--- src/rtl/serial_sub_pkg.sv ---
// Shared types and helpers for the bit-serial borrow subtractor.
//   state_t        : FSM state encoding (IDLE, RUN, DONE)
//   maj3           : 2-of-3 majority vote
//   DEFAULT_WIDTH  : default operand width
package serial_sub_pkg;

  localparam int unsigned DEFAULT_WIDTH = 8;

  typedef enum logic [1:0] {
    IDLE = 2'd0,
    RUN  = 2'd1,
    DONE = 2'd2
  } state_t;

  // 2-of-3 majority vote
  function automatic logic maj3(input logic x, input logic y, input logic z);
    return (x & y) | (x & z) | (y & z);
  endfunction

endpackage

--- src/rtl/serial_borrow_sub_fs.sv ---
// Combinational full subtractor cell: d = x - y - bin (one bit).
//   x, y, bin : minuend bit, subtrahend bit, borrow-in
//   d, bo     : difference bit, borrow-out
module fs (
  input  logic x,
  input  logic y,
  input  logic bin,
  output logic d,
  output logic bo
);

  assign d  = x ^ y ^ bin;
  assign bo = (~x & y) | (~(x ^ y) & bin);

endmodule

--- src/rtl/serial_borrow_sub.sv ---
// Bit-serial ripple-borrow subtractor: diff = a - b - bin, LSB first,
// one bit per clock through a single full-subtractor cell.
//   clk, rst               : clock, synchronous active-high reset
//   in_valid / in_ready    : operand handshake (a, b, bin)
//   out_valid / out_ready  : result handshake (diff, bout)
//   borrow_fault           : one-cycle pulse on borrow copy disagreement
// Optional build macro SERIAL_SUB_BORROW_TMR_EN triplicates the borrow
// register with majority voting; without it borrow_fault is tied low.
module serial_borrow_sub
  import serial_sub_pkg::*;
#(
  parameter int unsigned WIDTH = DEFAULT_WIDTH
) (
  input  logic             clk,
  input  logic             rst,
  input  logic             in_valid,
  output logic             in_ready,
  input  logic [WIDTH-1:0] a,
  input  logic [WIDTH-1:0] b,
  input  logic             bin,
  output logic             out_valid,
  input  logic             out_ready,
  output logic [WIDTH-1:0] diff,
  output logic             bout,
  output logic             borrow_fault
);

  localparam int unsigned CNT_W = (WIDTH > 1) ? $clog2(WIDTH) : 1;

  state_t           state_q;
  logic [WIDTH-1:0] a_sr_q;
  logic [WIDTH-1:0] b_sr_q;
  logic [WIDTH-1:0] d_sr_q;
  logic [CNT_W-1:0] cnt_q;
  logic             in_ready_q;
  logic             out_valid_q;
  logic             bout_q;

  logic accept;
  logic last_bit;
  logic br_v;
  logic br_we;
  logic br_d;
  logic fs_d;
  logic fs_bo;

  assign accept   = in_valid && in_ready_q;
  assign last_bit = (cnt_q == CNT_W'(WIDTH - 1));

  // Borrow register load: bin on accept, cell borrow-out while running
  always_comb begin
    br_we = 1'b0;
    br_d  = br_v;
    case (state_q)
      IDLE: begin
        if (accept) begin
          br_we = 1'b1;
          br_d  = bin;
        end
      end
      RUN: begin
        br_we = 1'b1;
        br_d  = fs_bo;
      end
      default: br_we = 1'b0;
    endcase
  end

`ifdef SERIAL_SUB_BORROW_TMR_EN
  logic br0_q, br1_q, br2_q;
  logic br_mismatch;
  logic borrow_fault_q;

  assign br_v        = maj3(br0_q, br1_q, br2_q);
  assign br_mismatch = (br0_q ^ br1_q) | (br1_q ^ br2_q);

  // All copies reload from the same (voted) value, scrubbing any upset
  always_ff @(posedge clk) begin
    if (rst) begin
      br0_q          <= 1'b0;
      br1_q          <= 1'b0;
      br2_q          <= 1'b0;
      borrow_fault_q <= 1'b0;
    end else begin
      if (br_we) begin
        br0_q <= br_d;
        br1_q <= br_d;
        br2_q <= br_d;
      end
      borrow_fault_q <= ((state_q == RUN) || (state_q == DONE)) && br_mismatch;
    end
  end

  assign borrow_fault = borrow_fault_q;
`else
  logic br_q;

  assign br_v = br_q;

  always_ff @(posedge clk) begin
    if (rst) begin
      br_q <= 1'b0;
    end else if (br_we) begin
      br_q <= br_d;
    end
  end

  assign borrow_fault = 1'b0;
`endif

  fs u_fs (
    .x  (a_sr_q[0]),
    .y  (b_sr_q[0]),
    .bin(br_v),
    .d  (fs_d),
    .bo (fs_bo)
  );

  // Control FSM with operand/result shift registers
  always_ff @(posedge clk) begin
    if (rst) begin
      state_q     <= IDLE;
      in_ready_q  <= 1'b1;
      out_valid_q <= 1'b0;
      a_sr_q      <= '0;
      b_sr_q      <= '0;
      d_sr_q      <= '0;
      cnt_q       <= '0;
      bout_q      <= 1'b0;
    end else begin
      case (state_q)
        IDLE: begin
          if (accept) begin
            a_sr_q     <= a;
            b_sr_q     <= b;
            d_sr_q     <= '0;
            cnt_q      <= '0;
            in_ready_q <= 1'b0;
            state_q    <= RUN;
          end
        end
        RUN: begin
          a_sr_q <= a_sr_q >> 1;
          b_sr_q <= b_sr_q >> 1;
          // new bit enters at the MSB so the LSB-first result lands aligned
          d_sr_q <= (d_sr_q >> 1) | (WIDTH'(fs_d) << (WIDTH - 1));
          if (last_bit) begin
            bout_q      <= fs_bo;
            out_valid_q <= 1'b1;
            state_q     <= DONE;
          end else begin
            cnt_q <= cnt_q + CNT_W'(1);
          end
        end
        DONE: begin
          if (out_ready) begin
            out_valid_q <= 1'b0;
            in_ready_q  <= 1'b1;
            state_q     <= IDLE;
          end
        end
        default: begin
          state_q     <= IDLE;
          in_ready_q  <= 1'b1;
          out_valid_q <= 1'b0;
        end
      endcase
    end
  end

  assign in_ready  = in_ready_q;
  assign out_valid = out_valid_q;
  assign diff      = d_sr_q;
  assign bout      = bout_q;

endmodule
--- config.mk ---
export PLATFORM = sky130hd
export DESIGN_NAME = serial_borrow_sub
export DESIGN_NICKNAME = d
export VERILOG_FILES = /design/src/rtl/serial_sub_pkg.sv /design/src/rtl/serial_borrow_sub_fs.sv /design/src/rtl/serial_borrow_sub.sv
export SDC_FILE = /design/constraint.sdc
export NUM_CORES = 1
export LEC_CHECK = 0
export ABC_CLOCK_PERIOD_IN_PS = 1640
export CAP_MARGIN = 0
export CORE_ASPECT_RATIO = 0.5
export CORE_MARGIN = 4
export CORE_UTILIZATION = 50
export DETAILED_ROUTE_END_ITERATION = 7
export GPL_TIMING_DRIVEN = 0
export PLACE_DENSITY_LB_ADDON = 0.15
export SKIP_CTS_REPAIR_TIMING = 1
export SLEW_MARGIN = 40
export SYNTH_ARGS = -nofsm -noshare
export SYNTH_HDL_FRONTEND = slang
export SYNTH_HIERARCHICAL = 1
export SYNTH_SLANG_ARGS = --single-unit
export TNS_END_PERCENT = 30
--- constraint.sdc ---
create_clock -name clk -period 1.64 [get_ports clk]
set_input_delay 0.164 -clock clk [delete_from_list [all_inputs] [get_ports clk]]
set_output_delay 0.164 -clock clk [all_outputs]
set_load 0.05 [all_outputs]
==> flow_summary.yaml <==
timing:
  whs_ps: 453
  fmax_ghz: 0.627
  worst_slack_ps: 45.4
  slew_viol_final: 0
  tightest_slew_ps: 515
  maxSlewHeadroom: 0.656
  rsz0062_at_grt: "no"
  fin_crit_sh: 0.972
  period_needed_ps: 1590
  clock_skew_ps: 5.71
  setup_viol: 0
  hold_viol_final: 0
grt:
  grt_pass1_wl_um: 5130
  grt_pass1_vias: 1111
  overflow: 0
  grt_use_total: 0.168
  grt_max_degree: 11
  antenna_found_initial: 0
synth:
  synth.most_common_cell: "dfxtp_1"
  post-synth-top-area-cell: "dfxtp_1"
  synth_edf_count: 0
  synth_top_area_frac: 0.432
  synthesis.nets: 170
  synthesis.area_um2: 1530
  netlist_top_cells_count: "dfxtp_1 (33), a21oi_1 (20), mux2i_1 (16), a211oi_2 (10), nand2b_1 (7)"
  ys_warn_count: 6
  synth_cells: 146
  synth_area_leaders: "dfxtp_1 (43%), mux2i_1 (10%), a211oi_2 (8.2%)"
  synth.yosys.seq_area_share: 0.432
  ys_seq_elements: 33
  syn-mean-instance-area_um2: 10.5
  ys.flop_type: "dfxtp_1"
  synthArstFlopShare: 0
  ys_types: 34
die:
  rows: 13
  die_h_um: 47.1
  start_util: 0.557
  core-area_um2: 2750
  die_area_um2: 4060
  ioPinCount: 33
  die_x_um: 86.2
drt:
  remaining_drc_errors: 0
  firstDrtPassIters: 4
  wl_per_cell_um: 14.1
  final_antenna_net_count: 0
  drt_iter0_drc: 27
  vias: 1181
  totalWireLength_um: 3140
  viasPerCell: 5.32
worst_setup_path:
  worstPathRequired_ps: 1480
  cp_num_buf_inv: 1
  path_max_fanout: 2
  cp_num_cells: 1
  critPathLaunchType: "register"
  path_class: "reg -> out"
  r2r-end: "cnt_q[0]"
  startpoint: "diff[1]"
  reg2reg_depth: 5
  crit_family: "buffers and inverters"
  rrSetupSlack_ps: 120
  r2r_start: "cnt_q[0]"
  crit_end: "diff[1]"
  crit_path_end_kind: "output pin"
  crit_slowest_cell: "clkdlybuf4s50_1"
  crit_arrival_ps: 1430
  worstPathCellList: "clkdlybuf4s50_1"
  slowest_delay_ps: 810
final_layout:
  multi_input_area_um2: 732
  fin_util: 0.719
  diodes: 0
  fin_cells: 222
  syn_to_final_growth_pct: 29.2
  fill_cells: 220
  drive_gt1_frac: 0.178
  fin_nets: 208
  seq_area_um2: 661
clock_tree:
  cts_tree: "done"
  clk_latency_ps: 280
  root_buffer: "clkbuf_8"
  h-tree-depth: 2
  cts_buffer_depth: 2
  cts_buffers: 5
  clk_pin_slew_ps: 60
  clock-sinks: 33
placement:
  dpl.hpwl_um: 2360
  place_congestion: 0.742
  dp_worst_setup_slack_ps: -71.7
  numPortBuffers: 31
  place_inst: 214
pwr:
  p_per_area_nw_per_um2: 937
  total_power_mw: 1.85
  p_leak_nw: 0.850
  peakVddDrop_uv: 563
run_status:
  status: "finished clean"
min_path:
  hp-class: "in -> reg"
flow_run:
  maxCapViolCount: 0
## cells in the final DEF, fill, tap and decap left out, types with 2 or more instances in the layout
cell             instances
ha_1                     2
buf_12                   2
clkbuf_8                 5
a211oi_2                10
nor2_1                   6
mux2i_1                 16
inv_1                    5
a21oi_1                 20
clkinv_2                 2
nand2_1                  4
buf_2                    3
o32ai_1                  2
o22ai_1                  6
clkdlybuf4s50_1         28
nand2b_1                 7
a22o_1                   2
dfxtp_1                 33
clkbuf_1                 2
a211oi_1                 5
o21ai_0                  3
buf_4                    3
dlymetal6s2s_1           3
## area by class of cell
type,count,share of cell area
multi-input combinational,95,0.370
sequential,33,0.334
timing repair buffer,31,0.161
buffer,12,0.0582
clock buffer,6,0.0367
tap,37,0.0234
inverter,6,0.0114
clock inverter,2,0.00506
## routing by layer
metal,track usage,vias up,share of wire
li1,-,602,-
met1,0.223,540,0.49
met2,0.265,34,0.44
met3,0.0560,5,0.060
met4,0.0528,0,0.0092
met5,0,-,0
## metrics by stage
stage / area [um^2] / setup TNS (ps)
5_1_grt: 1980 / 0
3_3_place_gp: 1890 / -61.2
3_5_place_dp: 1890 / -510
6_report: 1980 / 0
2_1_floorplan: 1530 / 0
4_1_cts: 1970 / -14.1
## where the power goes
part	switching (mW)	internal, mW	leakage [nW]
clock	0.279	0.294	0.0450
sequential	0.0369	0.859	0.271
combinational	0.190	0.194	0.534
total	0.506	1.35	0.850
## worst reg2reg max path, cell delays in order, from the launching register on
cell and delay (ps):
dfxtp_1 320, ha_1 200, ha_1 220, nor3b_1 310, nor3_2 90, mux2_2 270
## flip-flops by register name, indices dropped and copies added, names as in the netlist
signal and cells:
b_sr_q 8, diff 8, br_q 1, state_q 2
in_ready 1, a_sr_q 8, out_valid 1, bout 1
cnt_q 3
## cells by family after synthesis
kind of cell,Yosys count,share of synthesized area
AO/OA/AOI/OAI,51,0.244
flip-flops,33,0.432
AND/OR/NAND/NOR,23,0.0899
buffers and inverters,18,0.0899
multiplexers,17,0.112
adder cells (fa/ha/maj),3,0.0294
other,1,0.00245
## how the worst min path moves through the flow
stage                         from        end  depth (start not counted)
after floorplan               a[7]  a_sr_q[7]                          2
after global placement    cnt_q[1]   cnt_q[1]                          1
after detailed placement  cnt_q[1]   cnt_q[1]                          1
after CTS                     b[7]  b_sr_q[7]                          3
after global routing          b[7]  b_sr_q[7]                          3
final                         b[7]  b_sr_q[7]                          3
No activity file was read; power rests on OpenSTA's default activity.
